--- config.mk ---
export PLATFORM = sky130hd
export DESIGN_NAME = nn_calc_engine
export DESIGN_NICKNAME = d
export VERILOG_FILES = /design/src/rtl/nn_pkg.sv /design/src/rtl/nn_mac.sv /design/src/rtl/nn_calc_engine.sv
export SDC_FILE = /design/constraint.sdc
export NUM_CORES = 1
export LEC_CHECK = 0
export CORE_ASPECT_RATIO = 1.75
export CORE_MARGIN = 5
export CORE_UTILIZATION = 45
export CTS_CLUSTER_SIZE = 40
export DETAILED_ROUTE_END_ITERATION = 6
export DONT_BUFFER_PORTS = 1
export HOLD_SLACK_MARGIN = 0.15
export RECOVER_POWER = 50
export SLEW_MARGIN = 25
export SYNTH_ARGS = -nofsm -noshare
export SYNTH_HDL_FRONTEND = slang
export SYNTH_SLANG_ARGS = --single-unit
--- constraint.sdc ---
create_clock -name clk -period 4.4 [get_ports clk]
set_input_delay 0.44 -clock clk [delete_from_list [all_inputs] [get_ports clk]]
set_output_delay 0.44 -clock clk [all_outputs]
set_load 0.02 [all_outputs]
--- src/rtl/nn_pkg.sv ---
`default_nettype none
// ============================================================================
// Module  : nn_pkg
// Brief   : Shared types, sizes and the result saturation helper for nn_calc_engine.
// Revision: 1.0
// ============================================================================
package nn_pkg;

  localparam int N_IN_DEF  = 784;
  localparam int N_OUT_DEF = 10;
  localparam int ACC_W     = 27;
  localparam int RES_W     = 17;

  typedef enum logic [2:0] {
    S_IDLE  = 3'd0,
    S_RUN   = 3'd1,
    S_DRAIN = 3'd2,
    S_STORE = 3'd3,
    S_DONE  = 3'd4
  } state_t;

  localparam logic signed [ACC_W-1:0] C_ACC_MAX = 65535;
  localparam logic signed [ACC_W-1:0] C_ACC_MIN = -65536;

  function automatic logic signed [RES_W-1:0] sat_res(input logic signed [ACC_W-1:0] acc);
    logic signed [RES_W-1:0] w_res;
    if (acc > C_ACC_MAX)
      w_res = 17'h0FFFF;
    else if (acc < C_ACC_MIN)
      w_res = 17'h10000;
    else
      w_res = acc[RES_W-1:0];
    return w_res;
  endfunction

endpackage
`default_nettype wire

--- src/rtl/nn_mac.sv ---
`default_nettype none
// ============================================================================
// Module  : nn_mac
// Brief   : Unsigned-pixel x signed-weight multiplier with a product register
//           feeding a clearable signed accumulator.
// Revision: 1.0
// ============================================================================
module nn_mac
  import nn_pkg::*;
(
  input  logic                    clk,
  input  logic                    rst,
  input  logic                    i_clear,
  input  logic                    i_valid,
  input  logic [7:0]              i_pixel,
  input  logic [7:0]              i_weight,
  output logic signed [ACC_W-1:0] o_acc
);

  logic signed [RES_W-1:0] w_pix;
  logic signed [RES_W-1:0] w_wt;
  logic signed [RES_W-1:0] w_prod;
  logic signed [RES_W-1:0] r_prod;
  logic                    r_pv;
  logic signed [ACC_W-1:0] r_acc;

  // Zero-extend the pixel and sign-extend the weight so the full product fits 17 bits.
  assign w_pix  = {{(RES_W-8){1'b0}}, i_pixel};
  assign w_wt   = {{(RES_W-8){i_weight[7]}}, i_weight};
  assign w_prod = w_pix * w_wt;

  always_ff @(posedge clk) begin
    if (rst) begin
      r_prod <= '0;
      r_pv   <= 1'b0;
      r_acc  <= '0;
    end else begin
      r_prod <= w_prod;
      r_pv   <= i_valid;
      if (i_clear)
        r_acc <= '0;
      else if (r_pv)
        r_acc <= r_acc + ACC_W'(r_prod);
    end
  end

  assign o_acc = r_acc;

endmodule
`default_nettype wire

--- src/rtl/nn_calc_engine.sv ---
`default_nettype none
// ============================================================================
// Module  : nn_calc_engine
// Brief   : Sequential dot-product engine, N_OUT neurons over N_IN pixels,
//           saturated 17-bit results. Optional ReLU via NN_CALC_RELU_EN.
// Revision: 1.0
// ============================================================================
module nn_calc_engine
  import nn_pkg::*;
#(
  parameter int N_IN  = N_IN_DEF,
  parameter int N_OUT = N_OUT_DEF
) (
  input  logic             clk,
  input  logic             rst,
  input  logic             start_calc,
  output logic [9:0]       pixel_rd_addr,
  input  logic [15:0]      pixel_rd_data,
  output logic [13:0]      weight_rd_addr,
  input  logic [15:0]      weight_rd_data,
  input  logic [3:0]       output_address,
  output logic [RES_W-1:0] result_output,
  output logic             done_calc,
  output logic             busy
);

  localparam logic [9:0]  C_I_LAST = 10'(N_IN - 1);
  localparam logic [3:0]  C_J_LAST = 4'(N_OUT - 1);
  localparam logic [13:0] C_W_STEP = 14'(N_IN);

  state_t                  r_state;
  logic [9:0]              r_i;
  logic [3:0]              r_j;
  logic [13:0]             r_wbase;
  logic                    r_drain;
  logic                    r_start_q;
  logic                    r_armed;
  logic                    r_done;
  logic                    r_rd_vld;
  logic [RES_W-1:0]        r_res [16];

  logic                    w_start;
  logic                    w_mac_clr;
  logic signed [ACC_W-1:0] w_acc;
  logic signed [RES_W-1:0] w_sat;
  logic signed [RES_W-1:0] w_store;
  logic                    w_unused;

  // r_armed blocks a start level that was already high when reset released.
  assign w_start   = (r_state == S_IDLE) && r_armed && !r_start_q && start_calc;
  assign w_mac_clr = w_start || (r_state == S_STORE);
  assign w_sat     = sat_res(w_acc);
  assign w_unused  = ^{pixel_rd_data[15:8], weight_rd_data[15:8]};

`ifdef NN_CALC_RELU_EN
  assign w_store = w_sat[RES_W-1] ? '0 : w_sat;
`else
  assign w_store = w_sat;
`endif

  nn_mac u_mac (
    .clk      (clk),
    .rst      (rst),
    .i_clear  (w_mac_clr),
    .i_valid  (r_rd_vld),
    .i_pixel  (pixel_rd_data[7:0]),
    .i_weight (weight_rd_data[7:0]),
    .o_acc    (w_acc)
  );

  always_ff @(posedge clk) begin
    if (rst) begin
      r_state   <= S_IDLE;
      r_i       <= '0;
      r_j       <= '0;
      r_wbase   <= '0;
      r_drain   <= 1'b0;
      r_start_q <= 1'b0;
      r_armed   <= 1'b0;
      r_done    <= 1'b0;
      r_rd_vld  <= 1'b0;
      for (int k = 0; k < 16; k++) r_res[k] <= '0;
    end else begin
      r_start_q <= start_calc;
      r_armed   <= r_armed | ~start_calc;
      r_rd_vld  <= (r_state == S_RUN);
      case (r_state)
        S_IDLE: begin
          if (w_start) begin
            r_state <= S_RUN;
            r_i     <= '0;
            r_j     <= '0;
            r_wbase <= '0;
          end
        end
        S_RUN: begin
          if (r_i == C_I_LAST) begin
            r_i     <= '0;
            r_state <= S_DRAIN;
          end else begin
            r_i <= r_i + 10'd1;
          end
        end
        S_DRAIN: begin
          r_drain <= ~r_drain;
          if (r_drain) r_state <= S_STORE;
        end
        S_STORE: begin
          r_res[r_j] <= w_store;
          if (r_j == C_J_LAST) begin
            r_state <= S_DONE;
          end else begin
            r_j     <= r_j + 4'd1;
            r_wbase <= r_wbase + C_W_STEP;
            r_state <= S_RUN;
          end
        end
        S_DONE: begin
          // First DONE cycle raises done; it then holds until the request drops.
          if (!r_done) begin
            r_done <= 1'b1;
          end else if (!start_calc) begin
            r_done  <= 1'b0;
            r_state <= S_IDLE;
          end
        end
        default: r_state <= S_IDLE;
      endcase
    end
  end

  assign pixel_rd_addr  = (r_state == S_RUN) ? r_i : '0;
  assign weight_rd_addr = (r_state == S_RUN) ? (r_wbase + 14'(r_i)) : '0;
  assign result_output  = (int'(output_address) < N_OUT) ? r_res[output_address] : '0;
  assign done_calc      = r_done;
  assign busy           = (r_state == S_RUN) || (r_state == S_DRAIN) || (r_state == S_STORE);

endmodule
`default_nettype wire

# Yosys cells after proc, flatten, opt, wreduce, memory -nomap -nowiden
# Memory sizes are Yosys's and may differ from the RTL's.
# Cells that the tools add are included.
[classes]
eq_ne = 12
mux = 31
bitwise_logic = 3
addsub = 5
reduce_logical = 15
n_lt_le_gt_ge = 3
n_mul = 1
[op_table]
columns = ["cell", "n"]
rows = [
  ["two-way mux 17 bit", 4],
  ["two-way mux 14 bit", 3],
  ["two-way mux 10 bit", 3],
  ["case mux 14 bit (2 select lines)", 1],
  ["adder 27 x 17 -> 27 bit", 1],
  ["> comparator 27 x 17 -> 1 bit, second input constant", 1],
  ["< comparator 27 x 17 -> 1 bit, second input constant", 1],
  ["case mux 10 bit (2 select lines)", 1],
  ["two-way mux 3 bit", 6],
  ["multiplier 9 x 8 -> 17 bit", 1],
  ["OR reduction 17 bit", 1],
  ["case mux 3 bit (5 select lines)", 1],
  ["adder 14 x 10 -> 14 bit", 1],
  ["adder 14 x 10 -> 14 bit, second input constant", 1],
  ["two-way mux 4 bit", 3],
  ["!= test 2 bit, second input constant", 6],
  ["adder 10 x 1 -> 10 bit, second input constant", 1],
  ["equality test 10 bit, second input constant", 1],
  ["two-way mux 1 bit", 8],
  ["case mux 4 bit (2 select lines)", 1],
  ["equality test 3 x 2 -> 1 bit, second input constant", 2],
  ["AND reduction 5 bit", 1],
  ["adder 4 x 1 -> 4 bit, second input constant", 1],
  ["equality test 4 bit, second input constant", 1],
  ["other kinds (13)", 19],
]
[totals]
mem_count = 1
inputBits = 39
ff_bits = 81
ram_bits = 272
[mem_list]
columns = ["name", "depth", "word_bits", "read_ports", "rd_clocked_by_memory_dff", "write_ports", "line_no", "rtl"]
rows = [
  ["r_res", 16, 17, 1, 0, 16, "nn_calc_engine.sv:40", "logic [RES_W-1:0] r_res [16];"],
]

# Logic depth before layout (Yosys ltp)
# Gate-level depths: netlist of the first run.
[logic_depth]
ltp_word = 6
depth_mapped = 19
mapped_depth_nobuf = 19

# By module
# Synthesis of the first run repeated with hierarchy kept, for this count alone.
[unflattened]
cells_unflattened = 1429
area_unflattened_um2 = 14886.8
[modules_own_cells]
columns = ["module", "cells_each", "seq_area_each_um2", "n_inst", "area_each_um2"]
rows = [
  ["nn_calc_engine", 845, 5745.5, 1, 9922.0],
  ["nn_mac", 584, 900.9, 1, 4964.8],
]

# Least setup slack after synthesis of the first run
# OpenSTA, ideal clock, no wires.
[synth_timing]
kind = "input-to-reg"
from = "input port pixel_rd_data[0]"
to = "register u_mac.r_prod[16]"
t_arrival_ns = 4.104
stages = 17
setup_ns = 0.128
n_path_buf = 0
setup_slack_ns = 0.168
path_cell_list = "nand2b_1 > fa_1 > fa_1 > inv_1 > fa_1 > inv_1 > fa_1 > inv_1 > ha_1 > inv_1 > o21bai_1 > a21oi_1 > o21ai_0 > a41oi_1 > a21oi_1 > xnor2_1 > nor2_1"
[synth_via]
elab_chain_cells = 1
[synth_rtl]
columns = ["element", "line_no", "rtl"]
rows = [
  ["start: declaration", "nn_calc_engine.sv:18", "input logic [15:0] pixel_rd_data,"],
  ["multiplier 9 x 8 -> 17 bit", "nn_mac.sv:30", "assign w_prod = w_pix * w_wt;"],
  ["end signal: assignment", "nn_mac.sv:38", "r_prod <= w_prod;"],
  ["end: declaration", "nn_mac.sv:23", "logic signed [RES_W-1:0] r_prod;"],
]
# No other way between the ends.
# A chain may end at the register's enable or synchronous reset.

# Worst setup path after layout of the first run
# Same ends and word-level chain as after synthesis.

==> results of run 1 <==
-- per-layer routing --
layer  wire (µm)  track usage
met5           0            0
met4         803       0.0566
met3        1100       0.0205
met2       16800        0.335
met1       10900        0.179
-- placed cells by master, fill, tap and decap left out, drive strengths merged, types with 13 or more instances in the layout --
cell	netlist	layout
nor2	266	266
edfxtp	170	170
nand2	89	89
ha	81	81
a21oi	78	78
dfxtp	77	77
inv	69	72
and2	47	47
o21ai	44	44
fa	38	38
mux4	34	34
clkbuf	67	31
xnor2	23	23
a22oi	21	21
and3	20	20
xor2	19	19
nand3	19	19
a21o	18	18
mux2	17	17
nand2b	16	16
mux2i	16	16
nor2b	15	15
nor3	13	13
-- stage by stage --
step                      instance area (µm²)  utilization
after detailed placement                14500        0.462
after global placement                  14500        0.462
after CTS                               15300        0.487
final                                   15300        0.486
after floorplan                         14200            -
after global routing                    15300        0.486
-- critical path, stage by stage --
cell      delay, ns
nand2b_1       0.14
fa_1           0.51
fa_1           0.54
inv_1          0.05
fa_1           0.52
inv_1          0.05
fa_1           0.52
inv_1          0.04
ha_1           0.27
inv_1          0.08
o21bai_1       0.09
a21oi_1        0.20
o21ai_0        0.16
a41oi_1        0.30
a21oi_1        0.12
xnor2_1        0.16
nor2_1         0.05
-- flip-flops by register name (all words and copies together), names as in the netlist --
signal / count
done_calc: 1
r_start_q: 1
r_i: 10
r_wbase: 10
r_state: 3
u_mac.o_acc: 27
r_armed: 1
r_rd_vld: 1
u_mac.r_pv: 1
u_mac.r_prod: 17
r_res: 170
r_j: 4
r_drain: 1
-- power by group through the flow --
| stage | clock network (mW) | logic (mW) | registers, mW |
|---|---|---|---|
| 2_1_floorplan | 0 | 1.40 | 2.72 |
| 3_3_place_gp | 0 | 1.66 | 2.76 |
| 3_5_place_dp | 0 | 1.69 | 2.76 |
| 4_1_cts | 1.99 | 1.71 | 2.71 |
| 5_1_grt | 2.08 | 1.93 | 2.72 |
| 6_report | 1.94 | 1.67 | 2.71 |
-- worst min path at each step --
stage                   startpoint                      to  cells past startpoint  slack (ns)
2_1_floorplan  r_rd_vld$_SDFF_PP0_   u_mac.r_pv$_SDFF_PP0_                      1        0.41
3_3_place_gp   r_rd_vld$_SDFF_PP0_   u_mac.r_pv$_SDFF_PP0_                      1        0.42
3_5_place_dp   r_rd_vld$_SDFF_PP0_   u_mac.r_pv$_SDFF_PP0_                      1        0.42
4_1_cts                 start_calc  done_calc$_SDFFE_PP0N_                      2        0.19
5_1_grt                        rst     r_j[1]$_SDFFE_PP0P_                      2        0.22
6_report                start_calc  done_calc$_SDFFE_PP0N_                      2        0.22
-- final cells by class --
class | count | area, µm² | share of cell area
flip-flops and latches | 247 | 6650 | 0.435
inverters | 71 | 267 | 0.0174
clock inverters | 17 | 149 | 0.00974
well taps | 396 | 495 | 0.0324
repair buffers | 18 | 133 | 0.00868
multi-input cells | 969 | 7010 | 0.459
clock buffers | 25 | 583 | 0.0381
-- kinds of logic after synthesis --
kind of cell / synth area share
compound gates: 0.0954
simple gates: 0.168
flops: 0.467
buf+inv: 0.0399
mux: 0.0785
fa+ha+maj: 0.125
xor+xnor: 0.0259
==> impl_metrics.env, run 1 <==
export IMPL_number_of_cells_produced_by_synthesis=1365
export IMPL_coreArea_um2=31400
export IMPL_antennaDiodeCount=0
export IMPL_pwr_density_cell_nw_per_um2=414
export IMPL_yosysUniqueCellTypes=68
export IMPL_worst_setup_path_end_kind="flip-flop"
export IMPL_detail_route_iter0_violations=380
export IMPL_drt_pass1_iter_count=4
export IMPL_fin_crit_ns=3.87
export IMPL_synth_top_cells_by_count="nor2_1, edfxtp_1, nand2_1"
export IMPL_design_final_nets=1488
export IMPL_initial_cell_density_of_the_core=0.453
export IMPL_maxCapViolCount=0
export IMPL_drv_slew=0
export IMPL_final_setup_margin_ns=0.532
export IMPL_worst_r2r_cell_count=6
export IMPL_timing_max_slew_rel_slack=0.141
export IMPL_synth_largest_type_area_fraction=0.359
export IMPL_power_internal_mw=4.31
export IMPL_p_total_mw=6.33
export IMPL_antenna_found_initial=0
export IMPL_synth_warning_count=0
export IMPL_cts_htree_levels=1
export IMPL_vertical_extent_of_the_die_um=245
export IMPL_final_hold_worst_slack_ns=0.217
export IMPL_layout_drive_gt1_share=0.0817
export IMPL_power_clock_fraction=0.307
export IMPL_cts_root_to_sink_buffers=3
export IMPL_post_layout_nonfiller_instances=1743
export IMPL_outcome="finished, final reports clean"
export IMPL_setup_worst_path_start="pixel_rd_data[0]"
export IMPL_netSwitchingPower_mw=2.01
export IMPL_groute_usage_overall=0.169
export IMPL_number_of_vias_after_detailed_routing=9475
export IMPL_route_detailed_wl_per_inst_um=17.0
export IMPL_min_period_over_period=0.879
export IMPL_synth_yosys_seq_area_share=0.467
export IMPL_tritoncts_num_sinks=247
export IMPL_finalSetupViolCount=0
export IMPL_io_buffers=0
export IMPL_sequential_cell_fraction_of_total_power=0.428
export IMPL_timing_final_hold_violations=0
export IMPL_cp_start_kind="input port"
export IMPL_die_area_um2=35400
export IMPL_synth_cell_area_um2=14200
export IMPL_setup_worst_path_class="input port to flip-flop"
export IMPL_via_per_instance_ratio=5.44
export IMPL_place_detailed_instances=1696
export IMPL_clock_skew_ns=0.00542
export IMPL_cts_clk_slew_worst_paths_ns=0.06
export IMPL_crit_fanout=8
export IMPL_power_switching_fraction=0.318
export IMPL_die_width_um=144
export IMPL_post_cts_repair_resize_count=0
export IMPL_final_fill_count=2905
export IMPL_globalplace_congestion=0.858
export IMPL_synthTopCellsByArea="edfxtp_1, dfxtp_1, ha_1"
export IMPL_crit_reg2reg_capture="r_res[4][10]$_SDFFCE_PN0P_"
export IMPL_max_slew_worst_pin_slew_ns=1.29
export IMPL_holdCritPathClass="input port to flip-flop"
export IMPL_vias_in_the_first_global_route=9924
export IMPL_post_cts_repair_timing_setup_buffer_count=0
export IMPL_synth_edff_count=170
export IMPL_grt_pass1_wl_mm=48.9
export IMPL_yosysMostFrequentCell="nor2_1"
export IMPL_cellLeakagePower_nw=5.83
export IMPL_r2r_slack_ns=0.94
export IMPL_grt_max_degree=52
export IMPL_cts_tree="yes"
export IMPL_ir_worst_vdd_mv=0.301
export IMPL_postRouteWirelength_mm=29.6
export IMPL_max_freq_mhz=259
export IMPL_synth_net_count=1523
export IMPL_placementRows=86
export IMPL_worst_endpoint_required_ns=4.80
export IMPL_syn_area_per_cell_um2=10.4
export IMPL_numCtsBuffers=23
export IMPL_synth_ff_type="edfxtp_1"
export IMPL_pre_cts_slack_ns=-0.0397
export IMPL_detail_route_antenna_nets=0
export IMPL_num_io_pins=82
export IMPL_ctsRootBufferMaster="clkbuf_16"
export IMPL_post_route_setup_tns_ns=0
export IMPL_crit_end="u_mac.r_prod[16]$_SDFF_PP0_"
export IMPL_clkLatencyLatePin_ns=0.52
export IMPL_dp_final_hpwl_mm=22.3
export IMPL_detail_route_drc_violations=0
export IMPL_power_share_combinational=0.264
export IMPL_netlist_top_cell_by_area="edfxtp_1"
export IMPL_rsz0062_at_grt="false"
export IMPL_cts_hold_buffers_added=4
export IMPL_area_growth_synth_to_final_pct=7.42
export IMPL_share_of_synthesized_registers_carrying_an_async_set_or_reset=0
export IMPL_gr_total_overflow=0
export IMPL_worstPathArrival_ns=4.27
export IMPL_synth_ff_latch_count=247
export IMPL_crit_reg2reg_launch="r_state[2]$_SDFFE_PP0P_"
Note: power is estimated with default switching activity, not from simulation.
==> inputs of run 2 (changes only) <==
Settings changed: CAP_MARGIN set to 5, MAX_ROUTING_LAYER set to met4.
==> impl_metrics.env, run 2 (synthesis results as in run 1) <==
export IMPL_num_io_pins=82
export IMPL_vertical_extent_of_the_die_um=245
export IMPL_top_layer_used="met4"
export IMPL_post_layout_nonfiller_instances=1743
export IMPL_drv_slew=0
export IMPL_place_detailed_instances=1696
export IMPL_placementRows=86
export IMPL_postRouteWirelength_mm=29.6
export IMPL_io_buffers=0
export IMPL_max_slew_worst_pin_slew_ns=1.28
export IMPL_cts_hold_buffers_added=4
export IMPL_post_cts_repair_timing_setup_buffer_count=0
export IMPL_setup_worst_path_start="pixel_rd_data[0]"
export IMPL_detail_route_antenna_nets=0
export IMPL_cts_root_to_sink_buffers=3
export IMPL_setup_worst_path_class="input port to flip-flop"
export IMPL_detail_route_iter0_violations=396
export IMPL_fin_crit_ns=3.87
export IMPL_globalplace_congestion=0.874
export IMPL_die_area_um2=35400
export IMPL_cp_start_kind="input port"
export IMPL_clock_skew_ns=0.00770
export IMPL_final_core_utilization=0.486
export IMPL_final_hold_worst_slack_ns=0.217
export IMPL_design_final_nets=1488
export IMPL_groute_usage_overall=0.174
export IMPL_largest_register="r_res"
export IMPL_detail_route_drc_violations=0
export IMPL_maxCapViolCount=0
export IMPL_outcome="finished, final reports clean"
export IMPL_grt_max_degree=52
export IMPL_crit_reg2reg_capture="r_res[4][10]$_SDFFCE_PN0P_"
export IMPL_antenna_found_initial=0
export IMPL_gr_total_overflow=0
export IMPL_max_freq_mhz=258
export IMPL_via_per_instance_ratio=5.44
export IMPL_ir_worst_vdd_mv=0.301
export IMPL_initial_cell_density_of_the_core=0.453
export IMPL_crit_end="u_mac.r_prod[16]$_SDFF_PP0_"
export IMPL_finalSetupViolCount=0
export IMPL_numCtsBuffers=23
export IMPL_dp_final_hpwl_mm=22.3
export IMPL_ctsRootBufferMaster="clkbuf_16"
export IMPL_met3_length_um=986
export IMPL_wl_met1_mm=11.0
export IMPL_timing_final_hold_violations=0
export IMPL_antennaDiodeCount=0
export IMPL_pwr_density_cell_nw_per_um2=414
export IMPL_cts_htree_levels=1
export IMPL_worst_endpoint_required_ns=4.80
export IMPL_min_period_over_period=0.881
export IMPL_tritoncts_num_sinks=247
export IMPL_holdCritPathClass="input port to flip-flop"
export IMPL_drt_pass1_iter_count=5
export IMPL_worst_r2r_cell_count=6
export IMPL_worstPathArrival_ns=4.28
export IMPL_most_common_layout_cells="nor2_1, edfxtp_1, nand2_1"
export IMPL_r2r_slack_ns=0.96
export IMPL_post_cts_repair_resize_count=0
export IMPL_coreArea_um2=31400
export IMPL_postPlaceCellArea_um2=14500
export IMPL_grt_pass1_wl_mm=48.9
export IMPL_largest_reg_flops=170
export IMPL_met2_length_mm=16.7
export IMPL_cellLeakagePower_nw=5.83
export IMPL_die_width_um=144
export IMPL_final_setup_margin_ns=0.526
export IMPL_area_growth_synth_to_final_pct=7.42
export IMPL_cts_tree="yes"
export IMPL_layout_drive_gt1_share=0.0817
export IMPL_timing_max_slew_rel_slack=0.147
export IMPL_number_of_vias_after_detailed_routing=9474
export IMPL_worst_setup_path_end_kind="flip-flop"
export IMPL_crit_reg2reg_launch="r_state[2]$_SDFFE_PP0P_"
export IMPL_final_fill_count=2905
export IMPL_final_cell_area_um2=15300
export IMPL_pre_cts_slack_ns=-0.0397
export IMPL_crit_fanout=8
export IMPL_route_detailed_wl_per_inst_um=17.0
export IMPL_cts_clk_slew_worst_paths_ns=0.06
export IMPL_clkLatencyLatePin_ns=0.52
export IMPL_rsz0062_at_grt="false"
export IMPL_post_route_setup_tns_ns=0
export IMPL_layout_commonest_cell="nor2_1"
export IMPL_vias_in_the_first_global_route=9918
export IMPL_p_total_mw=6.33
## run 2: cell counts in the layout (fill, tap and decap cells not counted)
Identical to the previous run, type by type.
## run 2: report_power, final
group | internal (mW) | switching, mW
combinational | 0.606 | 1.07
sequential | 2.62 | 0.0883
clock | 1.09 | 0.858
total | 4.31 | 2.01
## run 2: how the worst min path moves through the flow
stage	startpoint	endpoint	slack [ns]	depth (start not counted)
2_1_floorplan	r_rd_vld$_SDFF_PP0_	u_mac.r_pv$_SDFF_PP0_	0.41	1
3_3_place_gp	r_rd_vld$_SDFF_PP0_	u_mac.r_pv$_SDFF_PP0_	0.42	1
3_5_place_dp	r_rd_vld$_SDFF_PP0_	u_mac.r_pv$_SDFF_PP0_	0.42	1
4_1_cts	start_calc	done_calc$_SDFFE_PP0N_	0.19	2
5_1_grt	rst	r_j[1]$_SDFFE_PP0P_	0.22	2
6_report	start_calc	done_calc$_SDFFE_PP0N_	0.22	2
## run 2: area by class of cell
class	count	area [µm²]	area share
Clock buffer	25	583	0.0381
Clock inverter	17	149	0.00974
Inverter	71	267	0.0174
Multi-Input combinational cell	969	7010	0.459
Sequential cell	247	6650	0.435
Tap cell	396	495	0.0324
Timing Repair Buffer	18	133	0.00868
## run 2: metal layers
layer,GRT usage,up-vias
li1,-,4722
met1,0.180,4533
met2,0.335,154
met3,0.0201,65
met4,0.0566,0
met5,-,-
## run 2: worst max-delay path, cell delays in order
cell and delay (ns):
nand2b_1 0.14, fa_1 0.51, fa_1 0.54, inv_1 0.05, fa_1 0.52, inv_1 0.05
fa_1 0.52, inv_1 0.04, ha_1 0.27, inv_1 0.08, o21bai_1 0.09, a21oi_1 0.20
o21ai_0 0.16, a41oi_1 0.30, a21oi_1 0.12, xnor2_1 0.16, nor2_1 0.05
==> inputs of run 3 (changes only) <==
Settings changed: CAP_MARGIN 5 to unset.
==> results of run 3 <==
Final layout, timing and power as in run 2 (identical DEF).
